## src/rtl/ysyx_24110006_lsu_fsm_if.sv

```systemverilog
// EXU/write-back handshake and memory port of the ysyx_24110006 load/store unit.
// The slave modport belongs to the LSU; the master modport belongs to its environment.
interface ysyx_24110006_lsu_fsm_if;
    // EXU request side
    logic        i_valid;
    logic        o_ready;
    logic        i_ren;
    logic        i_wen;
    logic [31:0] i_addr;
    logic [31:0] i_wdata;
    logic [3:0]  i_wmask;
    logic [2:0]  i_read_t;

    // write-back result side
    logic        o_valid;
    logic        i_ready;
    logic [31:0] o_rdata;
    logic        o_err;

    // memory request/response port
    logic        o_mem_valid;
    logic        i_mem_ready;
    logic        o_mem_wen;
    logic [31:0] o_mem_addr;
    logic [31:0] o_mem_wdata;
    logic [3:0]  o_mem_wstrb;
    logic        i_mem_rsp_valid;
    logic [31:0] i_mem_rsp_rdata;

    modport slave (
        input  i_valid, i_ren, i_wen, i_addr, i_wdata, i_wmask, i_read_t,
        input  i_ready, i_mem_ready, i_mem_rsp_valid, i_mem_rsp_rdata,
        output o_ready, o_valid, o_rdata, o_err,
        output o_mem_valid, o_mem_wen, o_mem_addr, o_mem_wdata, o_mem_wstrb
    );

    modport master (
        output i_valid, i_ren, i_wen, i_addr, i_wdata, i_wmask, i_read_t,
        output i_ready, i_mem_ready, i_mem_rsp_valid, i_mem_rsp_rdata,
        input  o_ready, o_valid, o_rdata, o_err,
        input  o_mem_valid, o_mem_wen, o_mem_addr, o_mem_wdata, o_mem_wstrb
    );
endinterface

```

## src/rtl/ysyx_24110006_lsu_fsm.sv

```systemverilog
// Multi-cycle LSU: one EXU request at a time, one word-aligned memory access,
// load extraction/extension and misalignment detection, result held until write-back takes it.
module ysyx_24110006_lsu_fsm (
    input  logic                          i_clock,
    input  logic                          i_reset,
    ysyx_24110006_lsu_fsm_if.slave        lsu
);

    typedef enum logic [1:0] {
        S_IDLE = 2'd0,
        S_REQ  = 2'd1,
        S_WAIT = 2'd2,
        S_DONE = 2'd3
    } state_e;

    state_e      state_q,     state_d;
    logic [1:0]  addr_lo_q,   addr_lo_d;
    logic [2:0]  read_t_q,    read_t_d;
    logic        wen_q,       wen_d;
    logic [31:0] mem_addr_q,  mem_addr_d;
    logic [31:0] mem_wdata_q, mem_wdata_d;
    logic [3:0]  mem_wstrb_q, mem_wstrb_d;
    logic [31:0] rdata_q,     rdata_d;
    logic        err_q,       err_d;

    logic        store_misaligned;
    logic        load_bad;
    logic        req_err;
    logic        req_noop;
    logic [31:0] rsp_shifted;
    logic [31:0] load_ext;

    // Request classification; a store wins over a load when both are raised.
    always_comb begin
        store_misaligned = 1'b0;
        case (lsu.i_wmask)
            4'b0011: store_misaligned = lsu.i_addr[0];
            4'b1111: store_misaligned = |lsu.i_addr[1:0];
            default: store_misaligned = 1'b0;
        endcase
    end

    always_comb begin
        load_bad = 1'b0;
        case (lsu.i_read_t)
            3'b000, 3'b100: load_bad = 1'b0;
            3'b001, 3'b101: load_bad = lsu.i_addr[0];
            3'b010:         load_bad = |lsu.i_addr[1:0];
            default:        load_bad = 1'b1;
        endcase
    end

    assign req_err  = lsu.i_wen ? store_misaligned : (lsu.i_ren & load_bad);
    assign req_noop = ~lsu.i_wen & ~lsu.i_ren;

    assign rsp_shifted = lsu.i_mem_rsp_rdata >> {addr_lo_q, 3'b000};

    always_comb begin
        load_ext = 32'd0;
        case (read_t_q)
            3'b000:  load_ext = {{24{rsp_shifted[7]}}, rsp_shifted[7:0]};
            3'b001:  load_ext = {{16{rsp_shifted[15]}}, rsp_shifted[15:0]};
            3'b010:  load_ext = rsp_shifted;
            3'b100:  load_ext = {24'd0, rsp_shifted[7:0]};
            3'b101:  load_ext = {16'd0, rsp_shifted[15:0]};
            default: load_ext = 32'd0;
        endcase
    end

    always_comb begin
        // NOTE: every _d takes its _q value first, so no path through the case infers a latch.
        state_d     = state_q;
        addr_lo_d   = addr_lo_q;
        read_t_d    = read_t_q;
        wen_d       = wen_q;
        mem_addr_d  = mem_addr_q;
        mem_wdata_d = mem_wdata_q;
        mem_wstrb_d = mem_wstrb_q;
        rdata_d     = rdata_q;
        err_d       = err_q;

        case (state_q)
            S_IDLE: begin
                if (lsu.i_valid) begin
                    addr_lo_d   = lsu.i_addr[1:0];
                    read_t_d    = lsu.i_read_t;
                    wen_d       = lsu.i_wen;
                    mem_addr_d  = {lsu.i_addr[31:2], 2'b00};
                    mem_wdata_d = lsu.i_wdata << {lsu.i_addr[1:0], 3'b000};
                    mem_wstrb_d = lsu.i_wen ? (lsu.i_wmask << lsu.i_addr[1:0]) : 4'b0000;
                    rdata_d     = 32'd0;
                    err_d       = req_err;
                    if (req_err || req_noop) begin
                        state_d = S_DONE;
                    end else begin
                        state_d = S_REQ;
                    end
                end
            end
            S_REQ: begin
                if (lsu.i_mem_ready) begin
                    state_d = S_WAIT;
                end
            end
            S_WAIT: begin
                if (lsu.i_mem_rsp_valid) begin
                    rdata_d = wen_q ? 32'd0 : load_ext;
                    state_d = S_DONE;
                end
            end
            S_DONE: begin
                if (lsu.i_ready) begin
                    state_d = S_IDLE;
                end
            end
            default: state_d = S_IDLE;
        endcase
    end

    always_ff @(posedge i_clock) begin
        // NOTE: reset is synchronous; every register, datapath included, returns to zero so
        // the memory port and result outputs show clean values straight out of reset.
        if (i_reset) begin
            state_q     <= S_IDLE;
            addr_lo_q   <= 2'd0;
            read_t_q    <= 3'd0;
            wen_q       <= 1'b0;
            mem_addr_q  <= 32'd0;
            mem_wdata_q <= 32'd0;
            mem_wstrb_q <= 4'd0;
            rdata_q     <= 32'd0;
            err_q       <= 1'b0;
        end else begin
            state_q     <= state_d;
            addr_lo_q   <= addr_lo_d;
            read_t_q    <= read_t_d;
            wen_q       <= wen_d;
            mem_addr_q  <= mem_addr_d;
            mem_wdata_q <= mem_wdata_d;
            mem_wstrb_q <= mem_wstrb_d;
            rdata_q     <= rdata_d;
            err_q       <= err_d;
        end
    end

    // Handshake outputs are pure state decodes: no combinational path from i_valid.
    assign lsu.o_ready     = (state_q == S_IDLE);
    assign lsu.o_valid     = (state_q == S_DONE);
    assign lsu.o_mem_valid = (state_q == S_REQ);
    assign lsu.o_mem_wen   = wen_q;
    assign lsu.o_mem_addr  = mem_addr_q;
    assign lsu.o_mem_wdata = mem_wdata_q;
    assign lsu.o_mem_wstrb = mem_wstrb_q;
    assign lsu.o_rdata     = rdata_q;
    assign lsu.o_err       = err_q;

endmodule

```

## src/flat_wrapper.sv

```systemverilog
// flat-port wrapper written by rule: the top's interface ports become plain ports
module ysyx_24110006_lsu_fsm_flat 
  (i_clock, i_reset, lsu_i_valid, lsu_i_ren, lsu_i_wen, lsu_i_addr, lsu_i_wdata, lsu_i_wmask, lsu_i_read_t, lsu_i_ready, lsu_i_mem_ready, lsu_i_mem_rsp_valid, lsu_i_mem_rsp_rdata, lsu_o_ready, lsu_o_valid, lsu_o_rdata, lsu_o_err, lsu_o_mem_valid, lsu_o_mem_wen, lsu_o_mem_addr, lsu_o_mem_wdata, lsu_o_mem_wstrb);
  ysyx_24110006_lsu_fsm_if lsu_i ();
  input  logic i_clock;
  input  logic i_reset;
  input wire logic [$bits(lsu_i.i_valid)-1:0] lsu_i_valid;
  input wire logic [$bits(lsu_i.i_ren)-1:0] lsu_i_ren;
  input wire logic [$bits(lsu_i.i_wen)-1:0] lsu_i_wen;
  input wire logic [$bits(lsu_i.i_addr)-1:0] lsu_i_addr;
  input wire logic [$bits(lsu_i.i_wdata)-1:0] lsu_i_wdata;
  input wire logic [$bits(lsu_i.i_wmask)-1:0] lsu_i_wmask;
  input wire logic [$bits(lsu_i.i_read_t)-1:0] lsu_i_read_t;
  input wire logic [$bits(lsu_i.i_ready)-1:0] lsu_i_ready;
  input wire logic [$bits(lsu_i.i_mem_ready)-1:0] lsu_i_mem_ready;
  input wire logic [$bits(lsu_i.i_mem_rsp_valid)-1:0] lsu_i_mem_rsp_valid;
  input wire logic [$bits(lsu_i.i_mem_rsp_rdata)-1:0] lsu_i_mem_rsp_rdata;
  output wire logic [$bits(lsu_i.o_ready)-1:0] lsu_o_ready;
  output wire logic [$bits(lsu_i.o_valid)-1:0] lsu_o_valid;
  output wire logic [$bits(lsu_i.o_rdata)-1:0] lsu_o_rdata;
  output wire logic [$bits(lsu_i.o_err)-1:0] lsu_o_err;
  output wire logic [$bits(lsu_i.o_mem_valid)-1:0] lsu_o_mem_valid;
  output wire logic [$bits(lsu_i.o_mem_wen)-1:0] lsu_o_mem_wen;
  output wire logic [$bits(lsu_i.o_mem_addr)-1:0] lsu_o_mem_addr;
  output wire logic [$bits(lsu_i.o_mem_wdata)-1:0] lsu_o_mem_wdata;
  output wire logic [$bits(lsu_i.o_mem_wstrb)-1:0] lsu_o_mem_wstrb;
  assign lsu_i.i_valid = lsu_i_valid;
  assign lsu_i.i_ren = lsu_i_ren;
  assign lsu_i.i_wen = lsu_i_wen;
  assign lsu_i.i_addr = lsu_i_addr;
  assign lsu_i.i_wdata = lsu_i_wdata;
  assign lsu_i.i_wmask = lsu_i_wmask;
  assign lsu_i.i_read_t = lsu_i_read_t;
  assign lsu_i.i_ready = lsu_i_ready;
  assign lsu_i.i_mem_ready = lsu_i_mem_ready;
  assign lsu_i.i_mem_rsp_valid = lsu_i_mem_rsp_valid;
  assign lsu_i.i_mem_rsp_rdata = lsu_i_mem_rsp_rdata;
  assign lsu_o_ready = lsu_i.o_ready;
  assign lsu_o_valid = lsu_i.o_valid;
  assign lsu_o_rdata = lsu_i.o_rdata;
  assign lsu_o_err = lsu_i.o_err;
  assign lsu_o_mem_valid = lsu_i.o_mem_valid;
  assign lsu_o_mem_wen = lsu_i.o_mem_wen;
  assign lsu_o_mem_addr = lsu_i.o_mem_addr;
  assign lsu_o_mem_wdata = lsu_i.o_mem_wdata;
  assign lsu_o_mem_wstrb = lsu_i.o_mem_wstrb;
  ysyx_24110006_lsu_fsm u_core (.i_clock(i_clock), .i_reset(i_reset), .lsu(lsu_i));
endmodule
```

## config.mk

```make
export PLATFORM = sky130hd
export DESIGN_NAME = ysyx_24110006_lsu_fsm_flat
export DESIGN_NICKNAME = d
export VERILOG_FILES = /design/src/rtl/ysyx_24110006_lsu_fsm_if.sv /design/src/rtl/ysyx_24110006_lsu_fsm.sv /design/src/flat_wrapper.sv
export SDC_FILE = /design/constraint.sdc
export NUM_CORES = 1
export LEC_CHECK = 0
export ABC_AREA = 1
export CORE_MARGIN = 2
export CORE_UTILIZATION = 39
export DETAILED_ROUTE_END_ITERATION = 12
export PLACE_DENSITY = 0.81
export RECOVER_POWER = 50
export SLEW_MARGIN = 10
export SYNTH_ARGS = -nofsm -noshare
export SYNTH_HDL_FRONTEND = slang
export SYNTH_SLANG_ARGS = --single-unit
```

## constraint.sdc

```tcl
create_clock -name i_clock -period 1.4 [get_ports i_clock]
set_input_delay 0.28 -clock i_clock [delete_from_list [all_inputs] [get_ports i_clock]]
set_output_delay 0.28 -clock i_clock [all_outputs]
set_load 0.1 [all_outputs]
```

==> flow_summary.ini <==
[layout]
nFillCells = 917
nNetsFinal = 1157
multiInputGateArea_sq_um = 3140
area_growth_pct = 74.6
fin_area_sq_um = 9310
diodes = 0
ff_latch_area_sq_um = 2150
drive_gt1_frac = 0.294

[synthesis]
synth-seq-cells = 107
synth_area_leaders = dfxtp_1, nand2_1, nor2_1
postSynth.asyncResetShare = 0
synthFlopType = dfxtp_1
syn_inst = 812
syn_area_per_cell_sq_um = 6.57
ys_types = 34
synth_edf_count = 0
synth_top_area_cell = dfxtp_1
ys_warn_count = 0
synthMostInstantiatedCell = nand2_1
syn_area_sq_um = 5330
ys_top_cells_by_count = nand2_1, dfxtp_1, nor2_1, a21oi_1, inv_1
yosysTopAreaCellShare = 0.402
yosysSeqAreaShare = 0.402

[pwr]
powerDensity_nw_per_um2 = 1970
cellLeakagePower_nw = 4.13
irDropWorstVdd_mv = 1.33

[sta]
skew_ps = 5.41
finalHoldViolations = 0
rsz0062_at_grt = yes
layout_min_cycle_time_ps = 1630
finalCritPeriodShare = 1.16
relSlewSlack = 0.655
setup_ws_ps = -228
drv_slew = 0
setup_tns_ps = -13010
tightest_slew_ps = 514
fmax_ghz = 0.614
setup_viol = 106

[die]
ios = 216
die_w_um = 121
rows = 42
core_sq_um = 13300
start_util = 0.401
fp.dieH_um = 121
die_area_sq_um = 14600

[critical_path]
cp.arrival_ps = 1860
max_stage_delay_ps = 390
cp-start-kind = flop
cpMaxStageDelayCell = dfxtp_4
r2r_slack_ps = -230
path_cells = ha_2, inv_2, or2_4, o211ai_4, nor2_4, clkbuf_16, nand2_4, a21oi_2
path_class = flop to flop
crit_path_max_fanout = 8
crit_required_ps = 1630
end_kind = flop

[clock_tree]
root_buffer = clkbuf_16
cts_max_level = 3
clock_latency_ps = 360
clkTransAtPathRegs_ps = 70
cts_sinks = 107
clock_path_buffers = 2
cts_buffers = 9
cts_tree = built
cts_hold_buf = 0

[grt]
grt_pass1_vias = 6315
grt_pass1_wl_um = 31700
antenna_found_initial = 0
grt_max_degree = 56
track_usage = 0.275
gr-total-overflow = 0

[placement]
postPlaceCellArea_sq_um = 8850
place.gp.congestion = 0.867
dp_hpwl_um = 13400
io_buffers = 213

[drt]
antenna_left = 0
dr.pass1.iters = 6
via_per_inst = 5.30
drc = 0
met1_length_um = 7550
drt_iter0_drc = 726
dr_wl_met2_um = 10800
top_layer = met4
avgRoutedWirePerCell_um = 17.4
dr_wl_met3_um = 1910
drt_wl_total_um = 21300
vias = 6471

[run_status]
violations = setup timing
status = complete, but fails checks

[run]
maxCapViolCount = 0

[worst_hold_path]
hold_path_class = input port to flop
[per-layer routing]
metal | up-vias | track usage
met2 | 354 | 0.481
met4 | 0 | 0.141
met3 | 80 | 0.0775
met5 | - | 0
li1 | 3040 | -
met1 | 2997 | 0.303
[power breakdown]
| group | internal, mW | leakage, nW | switching [mW] |
|---|---|---|---|
| combinational | 3.94 | 3.11 | 7.69 |
| sequential | 3.61 | 0.876 | 0.509 |
| clock | 1.41 | 0.141 | 1.13 |
| total | 8.97 | 4.13 | 9.33 |
[logic make-up after synthesis]
family	synth area share
compound gates	0.156
fa+ha+maj	0.00939
buf+inv	0.105
flops	0.402
other cells	0.000703
simple gates	0.327
[worst paths after layout]
kind / start / endpoint / cells past startpoint
setup reg to reg: u_core.state_q[1] / u_core.lsu.o_rdata[28] / 8
setup / recovery: u_core.state_q[1] / u_core.lsu.o_rdata[28] / 8
hold reg to reg: u_core.lsu.o_mem_wdata[5] / u_core.lsu.o_mem_wdata[5] / 2
hold / removal: i_reset / u_core.state_q[1] / 4
[worst max-delay path, delay by kind of cell (launching register included)]
| family | cells | cell delay, ps |
|---|---|---|
| AOI/OAI and AO/OA | 2 | 240 |
| adders and majority gates | 1 | 190 |
| buffers and inverters | 2 | 270 |
| DFF | 1 | 390 |
| and+or+nand+nor | 3 | 410 |
[cell type report]
class | count | area share
clock buffer | 11 | 0.0261
clock inverter | 3 | 0.00430
inverter | 64 | 0.0274
multi-input combinational | 589 | 0.337
sequential | 107 | 0.231
tap | 176 | 0.0236
timing repair buffer | 271 | 0.351
[through the flow]
stage	util	setup slack (ps)	std cells	total power [mW]	hold WS, ps
floorplan	-	-139	813	11.0	426
global placement	0.666	-449	1191	14.5	457
detailed placement	0.666	-533	1191	14.7	464
CTS	0.719	-190	1216	18.2	288
global route	0.700	-278	1221	19.0	290
finish	0.700	-228	1221	18.3	294
[repair_timing]
item | 4_1_cts | 5_1_grt
resized for setup | 70 | 103
cloned | 5 | 4
hold endpoints to repair | 0 | 0
pin swaps | 9 | 25
setup endpoints to repair | 110 | 110
setup buffers | 6 | 3
[layout by cell type (no fill, tap or decap), types with 3 or more instances in the layout]
master	count
nor2_4	4
dfxtp_2	3
o211ai_1	22
o21ai_1	16
a31oi_1	7
nor2_1	85
inv_4	4
ha_4	3
buf_12	65
dfxtp_1	103
nand3_1	42
nor2_2	10
inv_2	5
nand2_4	21
nand2_2	19
buf_6	9
buf_4	30
clkdlybuf4s50_1	108
o21ai_2	17
o21ai_0	21
a21oi_1	26
nand2_1	239
a21oi_2	35
clkbuf_16	12
clkbuf_4	48
buf_8	5
and2_1	5
inv_1	54
[flip-flops by register name, indices dropped and copies added (netlist names), 2 cells and up]
name / count
u_core.addr_lo_q: 2
u_core.lsu.o_mem_addr: 30
u_core.lsu.o_mem_wdata: 32
u_core.lsu.o_mem_wstrb: 4
u_core.lsu.o_rdata: 32
u_core.read_t_q: 3
u_core.state_q: 2
No activity file was read; power rests on OpenSTA's default activity.
